### src/rtl/xilinx_ref_clk_gen.sv
// xilinx_ref_clk_gen: per-channel integer-divider / NCO reference clocks.
// New configs wait in a shadow until the output falls or the channel is disabled.
module xilinx_ref_clk_gen #(
    parameter int unsigned NumChannels = 2,
    parameter int unsigned CntWidth    = 16,
    parameter int unsigned AccWidth    = 24,
    parameter int unsigned DefaultDiv  = 610
) (
    input  logic                                 clk_i,
    input  logic                                 rst_ni,
    input  logic [NumChannels-1:0]               en_i,
    input  logic [NumChannels-1:0]               cfg_load_i,
    input  logic [NumChannels-1:0]               mode_i,
    input  logic [NumChannels-1:0][CntWidth-1:0] div_i,
    input  logic [NumChannels-1:0][AccWidth-1:0] inc_i,
    output logic [NumChannels-1:0]               clk_o,
    output logic [NumChannels-1:0]               tick_o,
    output logic [NumChannels-1:0]               pending_o
);
    localparam logic [CntWidth-1:0] DefDiv = CntWidth'(DefaultDiv);
    for (genvar c = 0; c < NumChannels; c++) begin : g_ch
        logic                mode_q, mode_d, sh_mode_q, sh_mode_d;
        logic [CntWidth-1:0] div_q, div_d, sh_div_q, sh_div_d, cnt_q, cnt_d;
        logic [AccWidth-1:0] inc_q, inc_d, sh_inc_q, sh_inc_d, acc_q, acc_d, acc_sum;
        logic                clk_q, clk_d, tick_q, pend_q, pend_d, wrap, apply;
        always_comb begin
            acc_sum   = acc_q + inc_q;
            wrap      = cnt_q == div_q;
            clk_d     = en_i[c] & (mode_q ? acc_sum[AccWidth-1] : clk_q ^ wrap);
            sh_mode_d = cfg_load_i[c] ? mode_i[c] : sh_mode_q;
            sh_div_d  = cfg_load_i[c] ? div_i[c] : sh_div_q;
            sh_inc_d  = cfg_load_i[c] ? inc_i[c] : sh_inc_q;
            // only switch config on a falling edge (or while idle) so no high phase is truncated
            apply     = (~en_i[c] | (clk_q & ~clk_d)) & (pend_q | cfg_load_i[c]);
            pend_d    = ~apply & (pend_q | cfg_load_i[c]);
            mode_d    = apply ? sh_mode_d : mode_q;
            div_d     = apply ? sh_div_d : div_q;
            inc_d     = apply ? sh_inc_d : inc_q;
            cnt_d     = (en_i[c] & ~mode_q & ~wrap & ~apply) ? cnt_q + CntWidth'(1) : '0;
            acc_d     = (en_i[c] & mode_q & ~(apply & (sh_mode_d != mode_q))) ? acc_sum : '0;
        end
        always_ff @(posedge clk_i or negedge rst_ni) begin
            if (!rst_ni) begin
                mode_q    <= 1'b0;
                div_q     <= DefDiv;
                inc_q     <= '0;
                sh_mode_q <= 1'b0;
                sh_div_q  <= DefDiv;
                sh_inc_q  <= '0;
                cnt_q     <= '0;
                acc_q     <= '0;
                clk_q     <= 1'b0;
                tick_q    <= 1'b0;
                pend_q    <= 1'b0;
            end else begin
                mode_q    <= mode_d;
                div_q     <= div_d;
                inc_q     <= inc_d;
                sh_mode_q <= sh_mode_d;
                sh_div_q  <= sh_div_d;
                sh_inc_q  <= sh_inc_d;
                cnt_q     <= cnt_d;
                acc_q     <= acc_d;
                clk_q     <= clk_d;
                tick_q    <= ~clk_q & clk_d;
                pend_q    <= pend_d;
            end
        end
        assign clk_o[c]     = clk_q;
        assign tick_o[c]    = tick_q;
        assign pending_o[c] = pend_q;
    end
endmodule

### config.mk
export PLATFORM = sky130hd
export DESIGN_NAME = xilinx_ref_clk_gen
export DESIGN_NICKNAME = d
export VERILOG_FILES = /design/src/rtl/xilinx_ref_clk_gen.sv
export SDC_FILE = /design/constraint.sdc
export NUM_CORES = 1
export LEC_CHECK = 0
export BUFFER_PORTS_ARGS = -buffer_cell sky130_fd_sc_hd__buf_2
export CORE_UTILIZATION = 35
export DETAILED_ROUTE_END_ITERATION = 8
export GPL_TIMING_DRIVEN = 0
export PLACE_DENSITY_LB_ADDON = 0.3
export SYNTH_ARGS = -nofsm -noshare
export SYNTH_HDL_FRONTEND = slang
export SYNTH_SLANG_ARGS = --single-unit
### constraint.sdc
create_clock -name clk_i -period 3.45 [get_ports clk_i]
set_input_delay 0.69 -clock clk_i [delete_from_list [all_inputs] [get_ports clk_i]]
set_output_delay 0.69 -clock clk_i [all_outputs]
set_load 0.01 [all_outputs]
==> results.json <==
{
  "final_hold_viol_count": 0,
  "wire_per_inst_um": 14.9,
  "final_common_cell": "dfrtp_1",
  "finalCritPeriodShare": 0.942,
  "max_freq_mhz": 308,
  "die_h_um": 188,
  "portBuffers": 91,
  "rsz0062_at_grt": "false",
  "vdd_drop_max_v": 0.000527,
  "row_count": 67,
  "die_w_um": 188,
  "drt-initial-drc-count": 186,
  "start_util": 0.358,
  "seq_area_frac_synth": 0.520,
  "critPathLaunchType": "flop",
  "fill_cells": 3257,
  "synth_compound_area_frac": 0.0835,
  "worstSetupPathType": "reg2reg",
  "setup_viol": 0,
  "async_flop_share": 1.00,
  "grt_use_total": 0.139,
  "design_area_mm2": 0.0142,
  "synth_nets": 1125,
  "relSlewSlack": 0.528,
  "endpoint_kind": "flop",
  "antennaDiodeCount": 0,
  "multi_input_area_mm2": 0.00554,
  "status": "complete, no violations",
  "htreeDepth": 1,
  "powerDensity_mw_per_mm2": 854,
  "fin_cells": 1580,
  "drc": 0,
  "clock-root-buffer": "clkbuf_16",
  "clkSinkCount": 250,
  "path_max_fanout": 10,
  "grt.overflow.total": 0,
  "grt_pass1_wl_um": 40700,
  "ys_types": 66,
  "maxSlewViolCount": 0,
  "io-pin-count": 94,
  "core_area_mm2": 0.0337,
  "synthAdderAreaFrac": 0.0531,
  "postRouteAntennaNets": 0,
  "synth_area_mm2": 0.0121,
  "drive_gt1_frac": 0.277,
  "syn-instance-count": 987,
  "synth-edff-count": 0,
  "synth_warnings": 0,
  "synth_xor_xnor_area_share": 0.0646,
  "grt.busiest_layer": "met2",
  "cts_tree": "built",
  "grt_use_met1": 0.188,
  "placed_cells": 1528,
  "insertion_delay_ns": 0.54,
  "max-cap-violations": 0,
  "ys.flop_type": "dfrtp_1",
  "ys_ff_latch": 250,
  "muxShareOfSynthArea": 0.166,
  "yosys.area_share.simple": 0.0901,
  "postPlaceCellArea_mm2": 0.0131,
  "layout_common_cells": "dfrtp_1 (234), nor2_1 (100), buf_2 (90), mux2_2 (82), xor2_1 (63)",
  "syn_to_final_growth_pct": 17.5,
  "drt_pass1_iterations": 6,
  "grt_use_met2": 0.233,
  "clkTransAtPathRegs_ns": 0.06,
  "nNetsFinal": 1248,
  "dieArea_mm2": 0.0352,
  "synth_top_family_by_area": "multiplexers",
  "clock_skew_ns": 0.0105,
  "hold_path_class": "in2async",
  "vias": 7698,
  "syn_avg_cell_area_um2": 12.2,
  "finalCriticalPeriod_ns": 3.25,
  "clockBufferDepth": 3,
  "vias_per_cell": 4.87,
  "crit_arrival_ns": 3.67,
  "seqCellArea_mm2": 0.00628,
  "cp.required_ns": 3.87,
  "worst_slew_pin_slew_ns": 0.708,
  "grt_max_degree": 105,
  "wl_um": 23600,
  "use_met3": 0.0234,
  "hpwlAfterDp_um": 16600,
  "gp_congestion": 0.817,
  "power_leakage_nw": 6.47,
  "antenna_found_initial": 0,
  "cts_buffers": 28,
  "grt_pass1_vias": 8020
}
-- registers in the layout, indices dropped and copies added, names as in the netlist, 32 cells and up --
register / flops
g_ch.cnt_q: 32
g_ch.inc_q: 48
g_ch.sh_inc_q: 48
g_ch.sh_div_q: 32
g_ch.div_q: 32
g_ch.acc_q: 48
-- per-layer routing --
metal  vias up  wire [µm]  part of all wire
met3        35        826             0.035
met4         0        496             0.021
li1       3742          -                 -
met1      3802      11200              0.47
met2       119      11100              0.47
met5         -          0                 0
-- cells by family after synthesis --
logic type	count (synthesis)
buffers and inverters	53
XOR/XNOR	89
AND/OR/NAND/NOR	233
multiplexers	165
flip-flops	250
AO/OA/AOI/OAI	147
adder cells (fa/ha/maj)	50
-- area by class of cell --
type                    instances  area share
plain buffers                  31      0.0137
clock buffers                  39      0.0573
clock inverters                13      0.0139
inverters                      22     0.00582
multi-input cells             684       0.390
flip-flops and latches        250       0.443
well taps                     448      0.0395
repair buffers                 93      0.0367
-- cells in the mapped netlist, types with 5 or more instances --
master / number / area share
clkbuf_1: 11 / 0.0034
nor4_1: 9 / 0.0047
o21ai_0: 22 / 0.0091
nand4_1: 6 / 0.0031
dfstp_2: 16 / 0.035
xnor2_1: 26 / 0.019
inv_1: 21 / 0.0065
ha_1: 48 / 0.050
a21oi_1: 44 / 0.018
o21bai_1: 6 / 0.0037
a21o_1: 16 / 0.010
nand3_1: 30 / 0.012
mux2_4: 40 / 0.050
nor3_1: 14 / 0.0058
buf_4: 10 / 0.0062
nor3b_1: 6 / 0.0037
nand2_1: 33 / 0.010
nor2_1: 100 / 0.031
mux2_2: 82 / 0.077
and3_1: 12 / 0.0062
xor2_1: 63 / 0.046
mux2_1: 41 / 0.038
a211oi_1: 11 / 0.0068
dfrtp_1: 234 / 0.49
o211ai_1: 5 / 0.0031
nor2b_1: 7 / 0.0036
nand2b_1: 6 / 0.0031
-- final timing paths --
| check | slack (ns) | startpoint | cells after the start | end |
|---|---|---|---|---|
| max reg2reg | 0.20 | g_ch[0].inc_q[1]$_DFFE_PN0P_ | 11 | g_ch[0].div_q[4]$_DFFE_PN0P_ |
| min reg2reg | 0.49 | g_ch[1].sh_inc_q[11]$_DFF_PN0_ | 1 | g_ch[1].sh_inc_q[11]$_DFF_PN0_ |
| min in group clk_i | 0.40 | inc_i[34] | 2 | g_ch[1].sh_inc_q[10]$_DFF_PN0_ |
| min | 0.13 | rst_ni | 1 | g_ch[1].cnt_q[4]$_DFF_PN0_ |
| max | 0.20 | g_ch[0].inc_q[1]$_DFFE_PN0P_ | 11 | g_ch[0].div_q[4]$_DFFE_PN0P_ |
| max in group asynchronous | 2.36 | rst_ni | 2 | g_ch[0].sh_div_q[9]$_DFF_PN1_ |
-- stage by stage --
stage / power [mW] / util / hold slack [ns] / TNS (ns) / setup WS, ns
after global routing: 13.0 / 0.421 / 0.172 / 0 / 0.00408
after CTS: 12.3 / 0.420 / 0.146 / 0 / 0.105
after global placement: 8.83 / 0.388 / 0.475 / -705.35 / -2.95
after floorplan: 7.91 / - / 0.394 / 0 / 0.645
final: 12.1 / 0.421 / 0.133 / 0 / 0.200
after detailed placement: 8.94 / 0.390 / 0.482 / 0 / 0.0131
-- power breakdown --
group | total [mW] | switching [mW] | internal (mW) | leakage, nW
Clock | 3.21 | 1.20 | 2.01 | 0.490
Sequential | 4.29 | 0.489 | 3.80 | 3.07
Combinational | 4.61 | 2.41 | 2.20 | 2.91
-- critical path: stages (launching register included) --
cell and delay (ns):
dfrtp_1 0.44, ha_1 0.34, a211oi_2 0.34, o211ai_2 0.18
a21oi_2 0.27, a211oi_1 0.15, or3_1 0.34, a31o_2 0.29
inv_2 0.11, o22ai_4 0.12, buf_6 0.23, mux2_4 0.31
-- timing repair --
item / in CTS / in global routing
setup endpoints to repair: 2 / 80
buffers inserted: 0 / 0
resized for setup: 1 / 9
hold buffers: 0 / 0
(Power assumes the default switching activity.)
